## src/rtl/id_hazard_ctrl.sv

```systemverilog
// Decode-stage hazard control: operand forwarding selects, load-use/EXE stall,
// and a multi-cycle divider sequencer that locks HI/LO users out of decode.
// Optional stall counters are built only when STALL_PERF_CNT_EN is defined.
module id_hazard_ctrl #(
    parameter int unsigned DIV_LAT = 8,
    parameter int unsigned CNT_W   = 32
) (
    input  logic             clk,
    input  logic             resetn,
    input  logic [4:0]       ID_src1,
    input  logic [4:0]       ID_src2,
    input  logic             ID_hilo_use,
    input  logic [4:0]       EXE_dest,
    input  logic             EXE_memtoreg,
    input  logic [4:0]       MEM_dest,
    input  logic [4:0]       WB_dest,
    input  logic             EXE_div_issue,
    output logic             ID_stall,
    output logic [1:0]       ID_vsrc1_for,
    output logic [1:0]       ID_vsrc2_for,
    output logic             div_busy,
    output logic [4:0]       div_cnt,
    output logic             hilo_div_we,
    output logic [CNT_W-1:0] stall_ld_cnt,
    output logic [CNT_W-1:0] stall_div_cnt
);

    typedef enum logic [1:0] {
        S_IDLE,
        S_BUSY,
        S_DONE
    } div_state_t;

    localparam logic [4:0] DIV_RELOAD = 5'(DIV_LAT - 1);

    div_state_t state;

    logic src1_exe, src1_mem, src1_wb;
    logic src2_exe, src2_mem, src2_wb;
    logic ld_term, div_term;

    assign src1_exe = (ID_src1 != 5'd0) && (ID_src1 == EXE_dest);
    assign src1_mem = (ID_src1 != 5'd0) && (ID_src1 == MEM_dest);
    assign src1_wb  = (ID_src1 != 5'd0) && (ID_src1 == WB_dest);
    assign src2_exe = (ID_src2 != 5'd0) && (ID_src2 == EXE_dest);
    assign src2_mem = (ID_src2 != 5'd0) && (ID_src2 == MEM_dest);
    assign src2_wb  = (ID_src2 != 5'd0) && (ID_src2 == WB_dest);

    // src2 has no EXE bypass path, so any EXE match on it must stall
    assign ld_term  = (src1_exe && EXE_memtoreg) || src2_exe;
    assign div_term = div_busy && ID_hilo_use;
    assign ID_stall = ld_term || div_term;

    always_comb begin
        ID_vsrc1_for = 2'b00;
        if (src1_exe && !EXE_memtoreg) ID_vsrc1_for = 2'b01;
        else if (src1_mem)             ID_vsrc1_for = 2'b10;
        else if (src1_wb)              ID_vsrc1_for = 2'b11;
    end

    always_comb begin
        ID_vsrc2_for = 2'b00;
        if (src2_mem)     ID_vsrc2_for = 2'b10;
        else if (src2_wb) ID_vsrc2_for = 2'b11;
    end

    assign div_busy = (state != S_IDLE);

    always_ff @(posedge clk or negedge resetn) begin
        if (!resetn) begin
            state       <= S_IDLE;
            div_cnt     <= '0;
            hilo_div_we <= 1'b0;
        end else begin
            hilo_div_we <= 1'b0;
            case (state)
                S_IDLE: begin
                    if (EXE_div_issue) begin
                        state   <= S_BUSY;
                        div_cnt <= DIV_RELOAD;
                    end
                end
                S_BUSY: begin
                    if (div_cnt == 5'd1) begin
                        state       <= S_DONE;
                        div_cnt     <= '0;
                        hilo_div_we <= 1'b1;
                    end else begin
                        div_cnt <= div_cnt - 5'd1;
                    end
                end
                S_DONE: begin
                    if (EXE_div_issue) begin
                        state   <= S_BUSY;
                        div_cnt <= DIV_RELOAD;
                    end else begin
                        state <= S_IDLE;
                    end
                end
                default: begin
                    state   <= S_IDLE;
                    div_cnt <= '0;
                end
            endcase
        end
    end

`ifdef STALL_PERF_CNT_EN
    always_ff @(posedge clk or negedge resetn) begin
        if (!resetn) begin
            stall_ld_cnt  <= '0;
            stall_div_cnt <= '0;
        end else begin
            if (ld_term && (stall_ld_cnt != '1))
                stall_ld_cnt <= stall_ld_cnt + 1'b1;
            if (div_term && (stall_div_cnt != '1))
                stall_div_cnt <= stall_div_cnt + 1'b1;
        end
    end
`else
    assign stall_ld_cnt  = '0;
    assign stall_div_cnt = '0;
`endif

endmodule
```

## config.mk

```make
export PLATFORM = sky130hd
export DESIGN_NAME = id_hazard_ctrl
export DESIGN_NICKNAME = d
export VERILOG_FILES = /design/src/rtl/id_hazard_ctrl.sv
export SDC_FILE = /design/constraint.sdc
export NUM_CORES = 1
export LEC_CHECK = 0
export ABC_AREA = 1
export BUFFER_PORTS_ARGS = -buffer_cell sky130_fd_sc_hd__clkbuf_2
export CAP_MARGIN = 15
export CORE_UTILIZATION = 25
export DETAILED_ROUTE_END_ITERATION = 10
export PLACE_DENSITY_LB_ADDON = 0.25
export SLEW_MARGIN = 0
export SYNTH_ARGS = -nofsm -noshare
export SYNTH_HDL_FRONTEND = slang
export SYNTH_SLANG_ARGS = --single-unit
```

## constraint.sdc

```tcl
create_clock -name clk -period 1.4 [get_ports clk]
set_clock_uncertainty 0.2 [all_clocks]
set_input_delay 0.28 -clock clk [delete_from_list [all_inputs] [get_ports clk]]
set_output_delay 0.28 -clock clk [all_outputs]
set_load 0.05 [all_outputs]
```

==> flow_metrics.tcl, run 1 <==
set metrics [dict create \
    cts_root_buffer "clkbuf_8" \
    hold_path_depth 3 \
    fin_crit_ps 1660 \
    drc 0 \
    netlist.area_leader.share_pct 34.3 \
    worst_slack_ps -258 \
    reg2reg_to "div_cnt[2]" \
    ant_nets 0 \
    grt_pass1_vias 1006 \
    antenna_cells 0 \
    r2r_cells 5 \
    setup_viol 6 \
    overflow 0 \
    placed_area_sq_mm 0.00154 \
    ys_seq_elements 8 \
    synth_area_leaders "buf_4 (34%), dfrtp_1 (14%), nand2_1 (9.4%), xor2_1 (9.4%), xnor2_1 (7.5%)" \
    n_fill_cell 564 \
    cp.required_ps 920 \
    ios 106 \
    first_pass_iters 4 \
    yosysTopAreaCell "buf_4" \
    crit_type "in2out" \
    die_w_um 76.8 \
    peakVddDrop_mv 0.920 \
    achievable-frequency_mhz 603 \
    grt_start_max_net_pins 9 \
    place_inst 318 \
    synth_top_flop_cell "dfrtp_1" \
    areaGrowthSynthToFinish_pct 41.3 \
    ys_seq_area_share_pct 14.3 \
    holdWs_ps 132 \
    yosysWarnings 0 \
    vias 1135 \
    hp-start "EXE_div_issue" \
    synth.distinct_cells 20 \
    min_period_over_period_pct 118 \
    power_density_mw_per_mm2 1290 \
    layout-drive-gt1-share_pct 41.2 \
    clkSinkCount 8 \
    core_area_sq_mm 0.00524 \
    status "finished, violations left" \
    fin_cells 325 \
    reg2reg_slack_ps 30 \
    path_clk_slew_ps 40 \
    syn_area_per_cell_sq_um 6.82 \
    synth_cells 205 \
    fin_area_sq_mm 0.00198 \
    crit_path_end_kind "primary output" \
    finalHoldViolCount 0 \
    post_drt_wl_per_cell_um 9.23 \
    dp_hpwl_mm 2.46 \
    cts_buffers 3 \
    grt_pass1_wl_mm 4.65 \
    synth-edff-count 0 \
    antenna_found_initial 0 \
    design.die.area_sq_mm 0.00590 \
    clock_latency_ps 240 \
    yosysMostFrequentCell "buf_4" \
    drv_cap 0 \
    path_max_fanout 4 \
    drt-total-wl_mm 3.00 \
    finalPower_mw 2.55 \
    fin_setup_tns_ps -1170 \
    power_leakage_nw 1.06 \
    place_ws_ps -384 \
    die_h_um 76.8 \
    layout.nets 288 \
    ys_async_sr_fraction_pct 100 \
    violations "setup timing" \
    grtUsageTotal_pct 9.87 \
    whs_endpoint "div_cnt[0]" \
    r2r-start "div_cnt[1]" \
    initial_core_util_pct 26.7 \
    port_buffers 41 \
    drv_slew 0 \
    syn_area_sq_mm 0.00140 \
    hold_path_class "in2reg" \
    cp-start-kind "input pin" \
    row_count 26 \
    final_core_util_pct 37.7 \
    cp.arrival_ps 1180 \
    cts_tree "built" \
    gp_congestion 0.774 \
    drtIter0Drc 27 \
    synth_common_cells "buf_4 (64), nand2_1 (35), inv_1 (19)" \
    max-clock-path-buffers 2 \
    vias_per_cell 3.49 \
    rsz0062_at_grt "true" \
    htreeDepth 1 \
]
## timing repair
| item | in CTS | in global routing |
|---|---|---|
| endpoints found under the hold margin | 8 | 0 |
| pin swaps | 21 | 27 |
| hold buffers | 1 | 0 |
| resized for setup | 42 | 51 |
| setup buffers | 3 | 1 |
| cloned | 0 | 0 |
| setup endpoints to repair | 8 | 13 |
## registers in the layout, indices dropped and copies added, names as in the netlist
signal	cells
div_cnt	5
state	2
hilo_div_we	1
## layout make-up
| class | instances | area (sq um) | area share, % |
|---|---|---|---|
| clock buffer | 4 | 45.0 | 2.28 |
| inverter | 25 | 93.8 | 4.75 |
| multi-input combinational | 171 | 1070 | 53.9 |
| sequential | 8 | 205 | 10.4 |
| tap | 70 | 87.6 | 4.43 |
| timing repair buffer | 47 | 479 | 24.2 |
## cells in the final DEF (no fill, tap or decap), drive strengths merged
cell type	n
xnor2	12
ha	2
inv	25
nor2	24
o21ai	3
dlygate4sd3	1
nand2	36
or2	1
xor2	15
nor3	1
o221ai	2
buf	18
nand3	9
conb	64
o22ai	2
dfrtp	8
clkbuf	32
## kinds of logic (layout without fill, tap and decap cells)
logic type	after synthesis	after routing	synth area share [%]
and+or+nand+nor	71	71	22.5
DFF	8	8	14.3
other	1	64	0.268
adders and majority gates	2	2	1.79
xor gates and xnor gates	27	27	16.9
buffers and inverters	89	76	41.1
AOI/OAI and AO/OA	7	7	3.22
## per-layer routing
| metal | GRT usage [%] | vias to the layer above | wire length (um) |
|---|---|---|---|
| li1 | - | 588 | - |
| met1 | 11.8 | 503 | 1200 |
| met2 | 17.4 | 41 | 1610 |
| met3 | 2.26 | 3 | 165 |
| met4 | 2.88 | 0 | 27 |
| met5 | 0 | - | 0 |
## worst max path at each step
stage          startpoint         endpoint  slack (ps)  cells after the start
3_5_place_dp   ID_src1[0]         ID_stall        -380                      7
4_1_cts        ID_src2[4]         ID_stall        -290                      8
2_1_floorplan  ID_src2[1]  ID_vsrc2_for[0]         -90                      5
5_1_grt          state[0]         ID_stall        -290                      5
6_report       ID_src2[4]         ID_stall        -260                      8
3_3_place_gp   ID_src2[2]         ID_stall        -390                      8
## where the power goes
part	total [mW]	switching, mW	internal (mW)
clock	0.298	0.100	0.198
sequential	0.416	0.0812	0.335
combinational	1.84	1.24	0.595
## worst max-delay path: stages
cell and delay, ps:
clkbuf_16 130, nor3_4 170, nand2_2 110, nand2_2 80, nor2_2 40, nor2_2 130
nand2_4 60, clkbuf_16 160
Note: power is estimated with default switching activity, not from simulation.
==> run 2, diff against run 1 <==
--- a/config.mk
+++ b/config.mk
@@ -11,6 +11,7 @@
 export CORE_UTILIZATION = 25
 export DETAILED_ROUTE_END_ITERATION = 10
 export PLACE_DENSITY_LB_ADDON = 0.25
+export RECOVER_POWER = 50
 export SLEW_MARGIN = 0
 export SYNTH_ARGS = -nofsm -noshare
 export SYNTH_HDL_FRONTEND = slang
==> flow_metrics.tcl, run 2 (synthesized netlist as in run 1, its figures left out) <==
set metrics [dict create \
    status "finished, violations left" \
    violations "setup timing" \
    fin_setup_tns_ps -1210 \
    finalPower_mw 2.53 \
    drtIter0Drc 27 \
    grt_pass1_vias 1006 \
    path_max_fanout 4 \
    gp_congestion 0.774 \
    vias_per_cell 3.49 \
    holdWs_ps 131 \
    htreeDepth 1 \
    achievable-frequency_mhz 603 \
    dp_hpwl_mm 2.46 \
    layout-drive-gt1-share_pct 40.4 \
    areaGrowthSynthToFinish_pct 40.7 \
    worst_slack_ps -258 \
    final_common_cell "conb_1" \
    power_density_mw_per_mm2 1290 \
    setup_viol 8 \
    die_h_um 76.8 \
    ios 106 \
    crit_path_end_kind "primary output" \
    initial_core_util_pct 26.7 \
    antenna_cells 0 \
    drv_slew 0 \
    max-clock-path-buffers 2 \
    finalHoldViolCount 0 \
    rsz0062_at_grt "true" \
    hold_path_class "in2reg" \
    reg2reg_slack_ps -30 \
    peakVddDrop_mv 0.919 \
    cts_root_buffer "clkbuf_8" \
    min_period_over_period_pct 118 \
    layout.nets 288 \
    clock_latency_ps 240 \
    final_cell_mix "conb_1 (64), nand2_1 (27), clkbuf_2 (17)" \
    placed_area_sq_mm 0.00154 \
    die_w_um 76.8 \
    grtUsageTotal_pct 9.87 \
    row_count 26 \
    path_clk_slew_ps 40 \
    grt_start_max_net_pins 9 \
    post_drt_wl_per_cell_um 9.24 \
    antenna_found_initial 0 \
    power_leakage_nw 1.05 \
    fin_cells 325 \
    cp.required_ps 920 \
    cp-start-kind "input pin" \
    core_area_sq_mm 0.00524 \
    port_buffers 41 \
    cts_buffers 3 \
    fin_area_sq_mm 0.00197 \
    grt_pass1_wl_mm 4.65 \
    regMostFlops "div_cnt" \
    drc 0 \
    ant_nets 0 \
    clkSinkCount 8 \
    cts_tree "built" \
    largest_reg_flops 5 \
    overflow 0 \
    cp.arrival_ps 1180 \
    place_inst 318 \
    fin_crit_ps 1660 \
    vias 1134 \
    drv_cap 0 \
    drt-total-wl_mm 3.00 \
    design.die.area_sq_mm 0.00590 \
    top_regs "div_cnt x5, state x2, hilo_div_we x1" \
    crit_type "in2out" \
    first_pass_iters 4 \
]
## run 2: changes by cell type in the layout (fill, tap and decap cells not counted)
cell      before  now
clkbuf_1       1    2
clkbuf_2      18   17
nor2_1         8    9
nor2_4         6    5
## run 2: worst max-delay path: stages
cell and delay, ps:
clkbuf_16 130, nor3_4 170, nand2_2 110, nand2_2 80, nor2_2 40, nor2_2 130, nand2_4 60, clkbuf_16 160
## run 2: final cells by class
| type | instances | area (sq um) |
|---|---|---|
| inverters | 25 | 93.8 |
| multi-input cells | 171 | 1060 |
| clock buffers | 4 | 45.0 |
| repair buffers | 47 | 478 |
| flip-flops and latches | 8 | 205 |
| well taps | 70 | 87.6 |
| fillers | 567 | 3270 |
## run 2: power by group
part	leakage [nW]	switching [mW]	internal (mW)
Sequential	0.0955	0.0811	0.335
Clock	0.0228	0.100	0.198
Combinational	0.934	1.23	0.585
Total	1.05	1.41	1.12
## run 2: per-stage QoR
stage                     setup WS (ps)  utilization (%)
after global routing               -293             37.6
after floorplan                   -92.9                -
final                              -258             37.6
after global placement             -387             29.5
after CTS                          -294             34.8
after detailed placement           -384             29.5
## run 2: path summary, 6_finish.rpt
| check | start | endpoint | cells past startpoint |
|---|---|---|---|
| max | ID_src2[4] | ID_stall | 8 |
| min | EXE_div_issue | div_cnt[0] | 3 |
| max reg2reg | state[1] | div_cnt[1] | 5 |
| min reg2reg | div_cnt[0] | div_cnt[0] | 1 |
| max in group asynchronous | resetn | div_cnt[0] | 2 |
| min in group asynchronous | resetn | div_cnt[4] | 2 |
## run 2: metal layers
metal  part of all wire (%)  vias up  GRT usage, %  routed length [um]
li1                       -      587             -                   -
met1                     40      503          11.8                1200
met2                     54       41          17.4                1610
met3                    5.4        3          2.26                 163
met4                   0.90        0          2.88                  27
met5                      0        -             0                   0
## run 2: timing repair
action	4_1_cts	5_1_grt
gates resized for setup	42	51
hold endpoints to repair	8	0
pin swaps	21	27
setup endpoints to repair	8	13
buffers inserted	3	1
hold buffers	1	0
